`src/rtl/cpu_pkg.sv`:
```
// rtl/cpu_pkg.sv - shared register-number and word types for the pipeline
// Purpose: common widths, the PC register number and the default r15 read offset.
package cpu_pkg;

    localparam int REG_W  = 4;
    localparam int WORD_W = 32;

    typedef logic [REG_W-1:0]  reg_num_t;
    typedef logic [WORD_W-1:0] word_t;

    localparam reg_num_t REG_PC        = 4'd15;
    localparam word_t    DEF_PC_OFFSET = 32'd8;

    // r15 reads return the instruction address plus the pipeline offset, wrapping at 2^32.
    function automatic word_t pc_operand(input word_t pc, input word_t offset);
        return pc + offset;
    endfunction

endpackage

```
`src/rtl/operand_fetch_if.sv`:
```
// rtl/operand_fetch_if.sv - decode/regfile/writeback/execute bus of the operand fetch stage
// Purpose: bundles every non-clock signal of operand_fetch.
//   slave  : the operand fetch stage itself
//   master : the surrounding pipeline (decode, register file, writeback, execute)
interface operand_fetch_if
    import cpu_pkg::*;
#(
    parameter int PAYLOAD_W = 64
) ();

    logic                 flush;
    logic                 in_valid;
    logic                 in_ready;
    reg_num_t             in_rn;
    reg_num_t             in_rm;
    word_t                in_pc;
    logic [PAYLOAD_W-1:0] in_payload;
    reg_num_t             rf_read_regA;
    reg_num_t             rf_read_regB;
    word_t                rf_read_dataA;
    word_t                rf_read_dataB;
    logic                 wb_en;
    reg_num_t             wb_reg;
    word_t                wb_data;
    logic                 out_valid;
    logic                 out_ready;
    word_t                out_opA;
    word_t                out_opB;
    word_t                out_pc;
    logic [PAYLOAD_W-1:0] out_payload;

    modport slave (
        input  flush, in_valid, in_rn, in_rm, in_pc, in_payload,
        input  rf_read_dataA, rf_read_dataB, wb_en, wb_reg, wb_data, out_ready,
        output in_ready, rf_read_regA, rf_read_regB,
        output out_valid, out_opA, out_opB, out_pc, out_payload
    );

    modport master (
        output flush, in_valid, in_rn, in_rm, in_pc, in_payload,
        output rf_read_dataA, rf_read_dataB, wb_en, wb_reg, wb_data, out_ready,
        input  in_ready, rf_read_regA, rf_read_regB,
        input  out_valid, out_opA, out_opB, out_pc, out_payload
    );

endinterface

```
`src/rtl/operand_fetch_bypass.sv`:
```
// rtl/operand_fetch_bypass.sv - per-port writeback bypass capture and operand select
// Purpose: one source operand. Remembers whether the writeback on the edge that
// sampled the read address targeted that address, then picks PC+offset, the
// bypassed value or the register file data.
// Ports: clk, reset; rd_addr (address sampled by the regfile this cycle),
//        src_reg (held source register), pc (held instruction address),
//        wb_en/wb_reg/wb_data, rf_data (regfile read data), operand (result).
module operand_bypass
    import cpu_pkg::*;
#(
    parameter word_t PC_OFFSET = DEF_PC_OFFSET
) (
    input  logic     clk,
    input  logic     reset,
    input  reg_num_t rd_addr,
    input  reg_num_t src_reg,
    input  word_t    pc,
    input  logic     wb_en,
    input  reg_num_t wb_reg,
    input  word_t    wb_data,
    input  word_t    rf_data,
    output word_t    operand
);

    logic  byp_hit_q, byp_hit_d;
    word_t byp_data_q, byp_data_d;

    // The regfile returns pre-write data when it is written on the same edge that
    // samples the read, so that write is captured here and substituted next cycle.
    always_comb begin
        byp_hit_d  = wb_en && (wb_reg == rd_addr);
        byp_data_d = wb_data;
    end

    always_ff @(posedge clk or posedge reset) begin
        if (reset) begin
            byp_hit_q  <= 1'b0;
            byp_data_q <= '0;
        end else begin
            byp_hit_q  <= byp_hit_d;
            byp_data_q <= byp_data_d;
        end
    end

    // r15 is not a real register: it never bypasses.
    always_comb begin
        if (src_reg == REG_PC) begin
            operand = pc_operand(pc, PC_OFFSET);
        end else if (byp_hit_q) begin
            operand = byp_data_q;
        end else begin
            operand = rf_data;
        end
    end

endmodule

```
`src/rtl/operand_fetch.sv`:
```
// rtl/operand_fetch.sv - register-read stage between decode and execute
// Purpose: accepts decoded instructions, drives register file read addresses,
// absorbs the one-cycle read latency and presents both operands to execute.
// Ports: clk, reset (async, active-high), bus (operand_fetch_if.slave: flush,
//        in_* from decode, rf_* to/from the register file, wb_* writeback,
//        out_* to execute).
module operand_fetch
    import cpu_pkg::*;
#(
    parameter int    PAYLOAD_W = 64,
    parameter word_t PC_OFFSET = DEF_PC_OFFSET
) (
    input  logic            clk,
    input  logic            reset,
    operand_fetch_if.slave  bus
);

    logic                 s2_valid_q, s2_valid_d;
    reg_num_t             s2_rn_q, s2_rn_d;
    reg_num_t             s2_rm_q, s2_rm_d;
    word_t                s2_pc_q, s2_pc_d;
    logic [PAYLOAD_W-1:0] s2_payload_q, s2_payload_d;
    logic                 accept;
    logic                 hold;

    assign bus.in_ready = !reset && !bus.flush && (!s2_valid_q || bus.out_ready);
    assign accept       = bus.in_valid && bus.in_ready;
    assign hold         = s2_valid_q && !bus.out_ready;

    // While stalled, keep re-reading the held sources so writes during the stall show up.
    assign bus.rf_read_regA = hold ? s2_rn_q : bus.in_rn;
    assign bus.rf_read_regB = hold ? s2_rm_q : bus.in_rm;

    always_comb begin
        s2_valid_d   = s2_valid_q;
        s2_rn_d      = s2_rn_q;
        s2_rm_d      = s2_rm_q;
        s2_pc_d      = s2_pc_q;
        s2_payload_d = s2_payload_q;
        if (bus.flush) begin
            s2_valid_d = 1'b0;
        end else if (accept) begin
            s2_valid_d   = 1'b1;
            s2_rn_d      = bus.in_rn;
            s2_rm_d      = bus.in_rm;
            s2_pc_d      = bus.in_pc;
            s2_payload_d = bus.in_payload;
        end else if (s2_valid_q && bus.out_ready) begin
            s2_valid_d = 1'b0;
        end
    end

    always_ff @(posedge clk or posedge reset) begin
        if (reset) begin
            s2_valid_q   <= 1'b0;
            s2_rn_q      <= '0;
            s2_rm_q      <= '0;
            s2_pc_q      <= '0;
            s2_payload_q <= '0;
        end else begin
            s2_valid_q   <= s2_valid_d;
            s2_rn_q      <= s2_rn_d;
            s2_rm_q      <= s2_rm_d;
            s2_pc_q      <= s2_pc_d;
            s2_payload_q <= s2_payload_d;
        end
    end

    assign bus.out_valid   = s2_valid_q;
    assign bus.out_pc      = s2_pc_q;
    assign bus.out_payload = s2_payload_q;

    operand_bypass #(.PC_OFFSET(PC_OFFSET)) u_byp_a (
        .clk     (clk),
        .reset   (reset),
        .rd_addr (bus.rf_read_regA),
        .src_reg (s2_rn_q),
        .pc      (s2_pc_q),
        .wb_en   (bus.wb_en),
        .wb_reg  (bus.wb_reg),
        .wb_data (bus.wb_data),
        .rf_data (bus.rf_read_dataA),
        .operand (bus.out_opA)
    );

    operand_bypass #(.PC_OFFSET(PC_OFFSET)) u_byp_b (
        .clk     (clk),
        .reset   (reset),
        .rd_addr (bus.rf_read_regB),
        .src_reg (s2_rm_q),
        .pc      (s2_pc_q),
        .wb_en   (bus.wb_en),
        .wb_reg  (bus.wb_reg),
        .wb_data (bus.wb_data),
        .rf_data (bus.rf_read_dataB),
        .operand (bus.out_opB)
    );

endmodule

```
`src/flat_wrapper.sv`:
```
// flat-port wrapper written by rule: the top's interface ports become plain ports
module operand_fetch_flat import cpu_pkg::*;
#(
    parameter int    PAYLOAD_W = 64,
    parameter word_t PC_OFFSET = DEF_PC_OFFSET
)
  (clk, reset, bus_flush, bus_in_valid, bus_in_rn, bus_in_rm, bus_in_pc, bus_in_payload, bus_rf_read_dataA, bus_rf_read_dataB, bus_wb_en, bus_wb_reg, bus_wb_data, bus_out_ready, bus_in_ready, bus_rf_read_regA, bus_rf_read_regB, bus_out_valid, bus_out_opA, bus_out_opB, bus_out_pc, bus_out_payload);
  operand_fetch_if #(.PAYLOAD_W(PAYLOAD_W)) bus_i ();
  input  logic clk;
  input  logic reset;
  input wire logic [$bits(bus_i.flush)-1:0] bus_flush;
  input wire logic [$bits(bus_i.in_valid)-1:0] bus_in_valid;
  input wire logic [$bits(bus_i.in_rn)-1:0] bus_in_rn;
  input wire logic [$bits(bus_i.in_rm)-1:0] bus_in_rm;
  input wire logic [$bits(bus_i.in_pc)-1:0] bus_in_pc;
  input wire logic [$bits(bus_i.in_payload)-1:0] bus_in_payload;
  input wire logic [$bits(bus_i.rf_read_dataA)-1:0] bus_rf_read_dataA;
  input wire logic [$bits(bus_i.rf_read_dataB)-1:0] bus_rf_read_dataB;
  input wire logic [$bits(bus_i.wb_en)-1:0] bus_wb_en;
  input wire logic [$bits(bus_i.wb_reg)-1:0] bus_wb_reg;
  input wire logic [$bits(bus_i.wb_data)-1:0] bus_wb_data;
  input wire logic [$bits(bus_i.out_ready)-1:0] bus_out_ready;
  output wire logic [$bits(bus_i.in_ready)-1:0] bus_in_ready;
  output wire logic [$bits(bus_i.rf_read_regA)-1:0] bus_rf_read_regA;
  output wire logic [$bits(bus_i.rf_read_regB)-1:0] bus_rf_read_regB;
  output wire logic [$bits(bus_i.out_valid)-1:0] bus_out_valid;
  output wire logic [$bits(bus_i.out_opA)-1:0] bus_out_opA;
  output wire logic [$bits(bus_i.out_opB)-1:0] bus_out_opB;
  output wire logic [$bits(bus_i.out_pc)-1:0] bus_out_pc;
  output wire logic [$bits(bus_i.out_payload)-1:0] bus_out_payload;
  assign bus_i.flush = bus_flush;
  assign bus_i.in_valid = bus_in_valid;
  assign bus_i.in_rn = bus_in_rn;
  assign bus_i.in_rm = bus_in_rm;
  assign bus_i.in_pc = bus_in_pc;
  assign bus_i.in_payload = bus_in_payload;
  assign bus_i.rf_read_dataA = bus_rf_read_dataA;
  assign bus_i.rf_read_dataB = bus_rf_read_dataB;
  assign bus_i.wb_en = bus_wb_en;
  assign bus_i.wb_reg = bus_wb_reg;
  assign bus_i.wb_data = bus_wb_data;
  assign bus_i.out_ready = bus_out_ready;
  assign bus_in_ready = bus_i.in_ready;
  assign bus_rf_read_regA = bus_i.rf_read_regA;
  assign bus_rf_read_regB = bus_i.rf_read_regB;
  assign bus_out_valid = bus_i.out_valid;
  assign bus_out_opA = bus_i.out_opA;
  assign bus_out_opB = bus_i.out_opB;
  assign bus_out_pc = bus_i.out_pc;
  assign bus_out_payload = bus_i.out_payload;
  operand_fetch #(.PAYLOAD_W(PAYLOAD_W), .PC_OFFSET(PC_OFFSET)) u_core (.clk(clk), .reset(reset), .bus(bus_i));
endmodule
```
`config.mk`:
```
export PLATFORM = sky130hd
export DESIGN_NAME = operand_fetch_flat
export DESIGN_NICKNAME = d
export VERILOG_FILES = /design/src/rtl/cpu_pkg.sv /design/src/rtl/operand_fetch_if.sv /design/src/rtl/operand_fetch_bypass.sv /design/src/rtl/operand_fetch.sv /design/src/flat_wrapper.sv
export SDC_FILE = /design/constraint.sdc
export NUM_CORES = 1
export LEC_CHECK = 0
export BUFFER_PORTS_ARGS = -buffer_cell sky130_fd_sc_hd__clkbuf_2
export CAP_MARGIN = 10
export CORE_MARGIN = 5
export CORE_UTILIZATION = 34
export CTS_CLUSTER_DIAMETER = 50
export DETAILED_ROUTE_END_ITERATION = 16
export GPL_TIMING_DRIVEN = 0
export PLACE_DENSITY = 0.58
export SLEW_MARGIN = 20
export SYNTH_ARGS = -nofsm -noshare
export SYNTH_HDL_FRONTEND = slang
export SYNTH_HIERARCHICAL = 1
export SYNTH_SLANG_ARGS = --single-unit
```
`constraint.sdc`:
```
create_clock -name clk -period 8.2 [get_ports clk]
set_input_delay 1.64 -clock clk [delete_from_list [all_inputs] [get_ports clk]]
set_output_delay 1.64 -clock clk [all_outputs]
set_load 0.01 [all_outputs]
```
* Word-level counts from Yosys, hierarchy flattened
Index checks and enable logic that the tools add are counted.
** Operators by class
- Add/sub/neg operators :: 1
- Equal/unequal tests :: 4
- Multiplexer cells :: 9
- Bitwise gates (word level) :: 1
- Reduce and logical (&&, ||, !) cells :: 14
** Operators by type and width (count)
- $mux 32 :: 4
- $add 32x4->32 const B :: 1
- $eq 4x4->1 :: 2
- $eq 4x4->1 const B :: 2
- $mux 4 :: 2
- $logic_and 1x1->1 :: 7
- $logic_not 1->1 :: 4
- $mux 1 :: 3
- $reduce_bool 3->1 :: 1
- $reduce_and 2->1 :: 1
- $logic_or 1x1->1 :: 1
- $not 1->1 :: 1
** Word-level totals
- Bits in registers :: 139
- Bits of input ports :: 210
- Output and inout bits :: 170
- Logic and storage cells :: 37

* Logic depth before layout (Yosys ltp)
- Depth in word-level cells :: 6
- Depth in mapped cells :: 6
- Depth with buffers taken out :: 5

* Modules after synthesis
Netlist, hierarchy kept.
** By module, submodules not included
- operand_bypass :: instances 2, cells an instance 237, area each 2122.0 µm², sequential area each 825.8 µm²
- operand_fetch :: instances 1, cells an instance 235, area each 4207.8 µm², sequential area each 2627.5 µm²

* Worst setup path before layout
OpenSTA, ideal clock, no wires.
- Path type :: input to output
- Start :: in bus_out_ready
- End :: out bus_rf_read_regA[1]
- Arrival :: 2335 ps
- Data required time :: 6560 ps
- Slack :: 4225 ps
- Cell stages on the path :: 3
- Path buffers :: 1
- Cells stage by stage :: nand2b_1 > buf_2 > mux2_2
** Between the ends
- Longest elaborated chain between the ends :: 3
** Ends and longest elaborated chain
- start: declaration :: line flat_wrapper.sv:22 : input wire logic [$bits(bus_i.out_ready)-1:0] bus_out_ready;
- $logic_not 1->1 :: line operand_fetch.sv:28 : assign hold = s2_valid_q && !bus.out_ready;
- $logic_and 1x1->1 :: line operand_fetch.sv:28
- $mux 4 :: line operand_fetch.sv:31 : assign bus.rf_read_regA = hold ? s2_rn_q : bus.in_rn;
- end: declaration :: line flat_wrapper.sv:24 : output wire logic [$bits(bus_i.rf_read_regA)-1:0] bus_rf_read_regA;
No other way between the ends.

* Worst setup path after layout
- Start :: reg u_core.s2_pc_q[3], in the netlist u_core/bus.out_pc[3]
- End :: out bus_out_opA[31]
** Between the ends
- Longest elaborated chain between the ends :: 2
** Ends and longest elaborated chain
- start: declaration :: line operand_fetch.sv:21 : word_t s2_pc_q, s2_pc_d;
- start signal: assignment :: line operand_fetch.sv:64 : s2_pc_q <= s2_pc_d;
- $add 32x4->32 :: line cpu_pkg.sv:16 : return pc + offset;
- $mux 32 :: line operand_fetch_bypass.sv:47 : if (src_reg == REG_PC) begin
- end: declaration :: line flat_wrapper.sv:27 : output wire logic [$bits(bus_i.out_opA)-1:0] bus_out_opA;
No other way between the ends.

==> out/summary.txt <==
Outcome = finished, final reports clean
Post-synth top flop = dfrtp_1
Mean Syn Cell Area = 11.9 um^2
Peak fanout along the critical path = 12
Pre-CTS setup slack = 3.60 ns
Die H = 168 um
Critical path class = reg2out
Setup Skew = 0.00902 ns
Pleak = 5.40 nW
Initial drt markers = 365
Pin count of the biggest net entering global routing = 76
Die ar. = 0.0281 mm^2
Min cycle time layout = 4.98 ns
Reg area = 0.00428 mm^2
Layout cell share with drive strength beyond 1 = 49.1%
Post-DR wirelength/cell = 22.2 um
TritonCTS Buffers = 17
Seq/Total Area, Yosys = 50.6%
HP Class = reg2reg
Starting Density = 34.7%
Worst slew pin tran = 0.889 ns
Die Wd = 168 um
Routed Antenna Nets = 0
Crit path max-delay family = simple AND/OR/NAND/NOR gates
Root Driver = clkbuf_16
Critical Path Start Type = flip-flop
Endpoint type of the worst setup path = primary output
Crit path cell chain = ha_1, nand3_2, or4_1, buf_2, or4_1, a31oi_1, clkbuf_2
Final setup margin = 3.22 ns
Worst EP required = 6.56 ns
Power density cells = 228 mW/mm^2
Fin cells = 1446
Yosys warnings = 6
Peak supply drop = 0.118 mV
Most common cell in the synthesized netlist = dfrtp_1
Top-level port count = 380
Routability Congestion = 0.826
CTS tree = done
Crit-path most repeated cell = or4_1
Syn nets = 921
Total power = 2.61 mW
RSZ-0062 raised after global routing = false
Cts repair resizes = 0
Post-synthesis instance area = 0.00845 mm^2
Cell accounting for the most synthesized area = dfrtp_1
WP buf/inv = 2
Syn Inst Count = 709
Total gr overflow = 0
Area of the multi-input gates = 0.00390 mm^2
CTS H-Tree Depth = 4
Via/cell ratio = 5.04
Clk slew on worst S/H paths = 0.07 ns
Fillers = 2398
Final setup viols = 0
Final #Nets = 1322
Critical Path AT = 3.34 ns
First-pass GRT wire length = 47.8 mm
Row cnt = 57
Dpl cells = 1415
Gr usage total = 22.3%
Max cap viols = 0
Crit path largest cell delay = 0.71 ns
Max-slew violations = 0
Slew headroom = 40.2%
Final WL = 32.1 mm
Detailed Routing Iterations Pass 1 = 7
Tcrit/Tclk final = 60.8%
Initial antenna violation count = 0
# DRC = 0
Area growth, synth to finish = 35.2%
Seq cells post-synth = 171
Insertion delay to the later sink of the worst-skew pair = 0.42 ns
Ant. Diodes = 0
Hold-fix buffers, CTS = 0
Slowest cell on crit path = dfrtp_1
Achievable frequency = 201 MHz
Yosys top cell area share = 50.6%
Post-DP HPWL = 24.7 mm
Vias = 7286
Core Util, Final = 46.8%
Number of synthesized flops with an enable pin = 0
I/O Buffers = 379
CTS sink cnt = 171
Clock Path Buffers = 2
Area of the core = 0.0244 mm^2
Top cells by count, synth = 171 x dfrtp_1, 63 x mux2_2, 52 x a211oi_1
Final Hold Fails = 0
Async SR Flop Fraction = 100%
Final setup TNS = 0 ns
Post-CTS Setup Repair Bufs = 0
Main area contributors after synthesis = dfrtp_1 51%, mux2_4 8.7%, mux2_2 8.4%, a211oi_1 4.6%, nor2b_1 3.7%
Vias in the first global route = 7769
Synth unique cells = 36
[power breakdown]
part / switching [mW] / total, mW / internal (mW) / leakage, nW
registers: 0.154 / 1.12 / 0.964 / 2.02
clock network: 0.368 / 0.836 / 0.467 / 0.294
logic: 0.330 / 0.653 / 0.323 / 3.09
total: 0.852 / 2.61 / 1.75 / 5.40
[path summary, 6_finish.rpt]
path | from | to | slack, ns | cells past startpoint
max in group asynchronous | reset | u_core/bus.out_pc[17] | 6.24 | 3
min in group asynchronous | reset | u_core/bus.out_payload[1] | 1.26 | 2
setup / recovery | u_core/bus.out_pc[3] | bus_out_opA[31] | 3.22 | 7
setup reg to reg | u_core/bus.out_valid | u_core/u_byp_a/byp_hit_q | 6.31 | 5
hold / removal | u_core/bus.out_payload[63] | u_core/bus.out_payload[63] | 0.51 | 1
hold reg to reg | u_core/bus.out_payload[63] | u_core/bus.out_payload[63] | 0.51 | 1
[cell type report]
| class | count | share of cell area, % |
|---|---|---|
| Timing Repair Buffer | 382 | 17.2 |
| Tap cell | 324 | 3.55 |
| Clock buffer | 19 | 3.88 |
| Clock inverter | 12 | 1.36 |
| Multi-Input combinational cell | 481 | 34.2 |
| Inverter | 11 | 0.405 |
| Buffer | 46 | 1.99 |
| Sequential cell | 171 | 37.5 |
[routing by layer]
metal	vias up	GRT usage (%)	wire, um
met3	36	7.78	2860
met1	3514	27.4	12800
met4	0	5.50	572
met2	347	37.7	15800
met5	-	0	0
li1	3389	-	-
[flip-flops by register name, indices dropped and copies added (netlist names)]
name / cells
u_core/bus.out_payload: 64
u_core/bus.out_pc: 32
u_core/u_byp_a/byp_data_q: 32
u_core/u_byp_b/byp_data_q: 32
u_core/s2_rm_q: 4
u_core/s2_rn_q: 4
u_core/bus.out_valid: 1
u_core/u_byp_a/byp_hit_q: 1
u_core/u_byp_b/byp_hit_q: 1
[layout by cell type (no fill, tap or decap), types with 3 or more instances in the layout]
| cell type | count |
|---|---|
| or4_1 | 10 |
| and2_1 | 3 |
| a21oi_1 | 26 |
| xnor2_1 | 26 |
| buf_2 | 8 |
| inv_8 | 3 |
| nor4_1 | 10 |
| nand3_2 | 3 |
| clkinv_4 | 4 |
| clkbuf_16 | 17 |
| nor3_1 | 10 |
| o21ai_0 | 29 |
| or3_1 | 14 |
| a31oi_1 | 22 |
| mux2i_1 | 14 |
| mux2_4 | 49 |
| nand4_1 | 10 |
| inv_6 | 4 |
| buf_1 | 4 |
| nand2_1 | 32 |
| a211oi_1 | 52 |
| clkbuf_2 | 379 |
| mux2_2 | 63 |
| and4_1 | 10 |
| nor2_1 | 4 |
| xor2_1 | 12 |
| clkbuf_1 | 29 |
| nor2b_1 | 50 |
| buf_6 | 6 |
| dfrtp_1 | 171 |
| nand3_1 | 12 |
| o31ai_1 | 6 |
| inv_1 | 8 |
[stage by stage]
stage | hold WS (ns) | cell area [um^2]
floorplan | 0.512 | 8450
global placement | 0.488 | 10800
detailed placement | 0.492 | 10800
CTS | 0.511 | 11400
global route | 0.528 | 11400
finish | 0.508 | 11400
[logic make-up (layout without fill, tap and decap cells)]
logic type | Yosys count | in the layout | share of synthesized area, %
XOR/XNOR | 38 | 38 | 3.94
multiplexers | 126 | 126 | 18.8
AO/OA/AOI/OAI | 137 | 137 | 10.2
flip-flops | 171 | 171 | 50.6
AND/OR/NAND/NOR | 178 | 178 | 13.0
buffers and inverters | 57 | 470 | 3.18
adder cells (fa/ha/maj) | 2 | 2 | 0.296
Note: power is estimated with default switching activity, not from simulation.
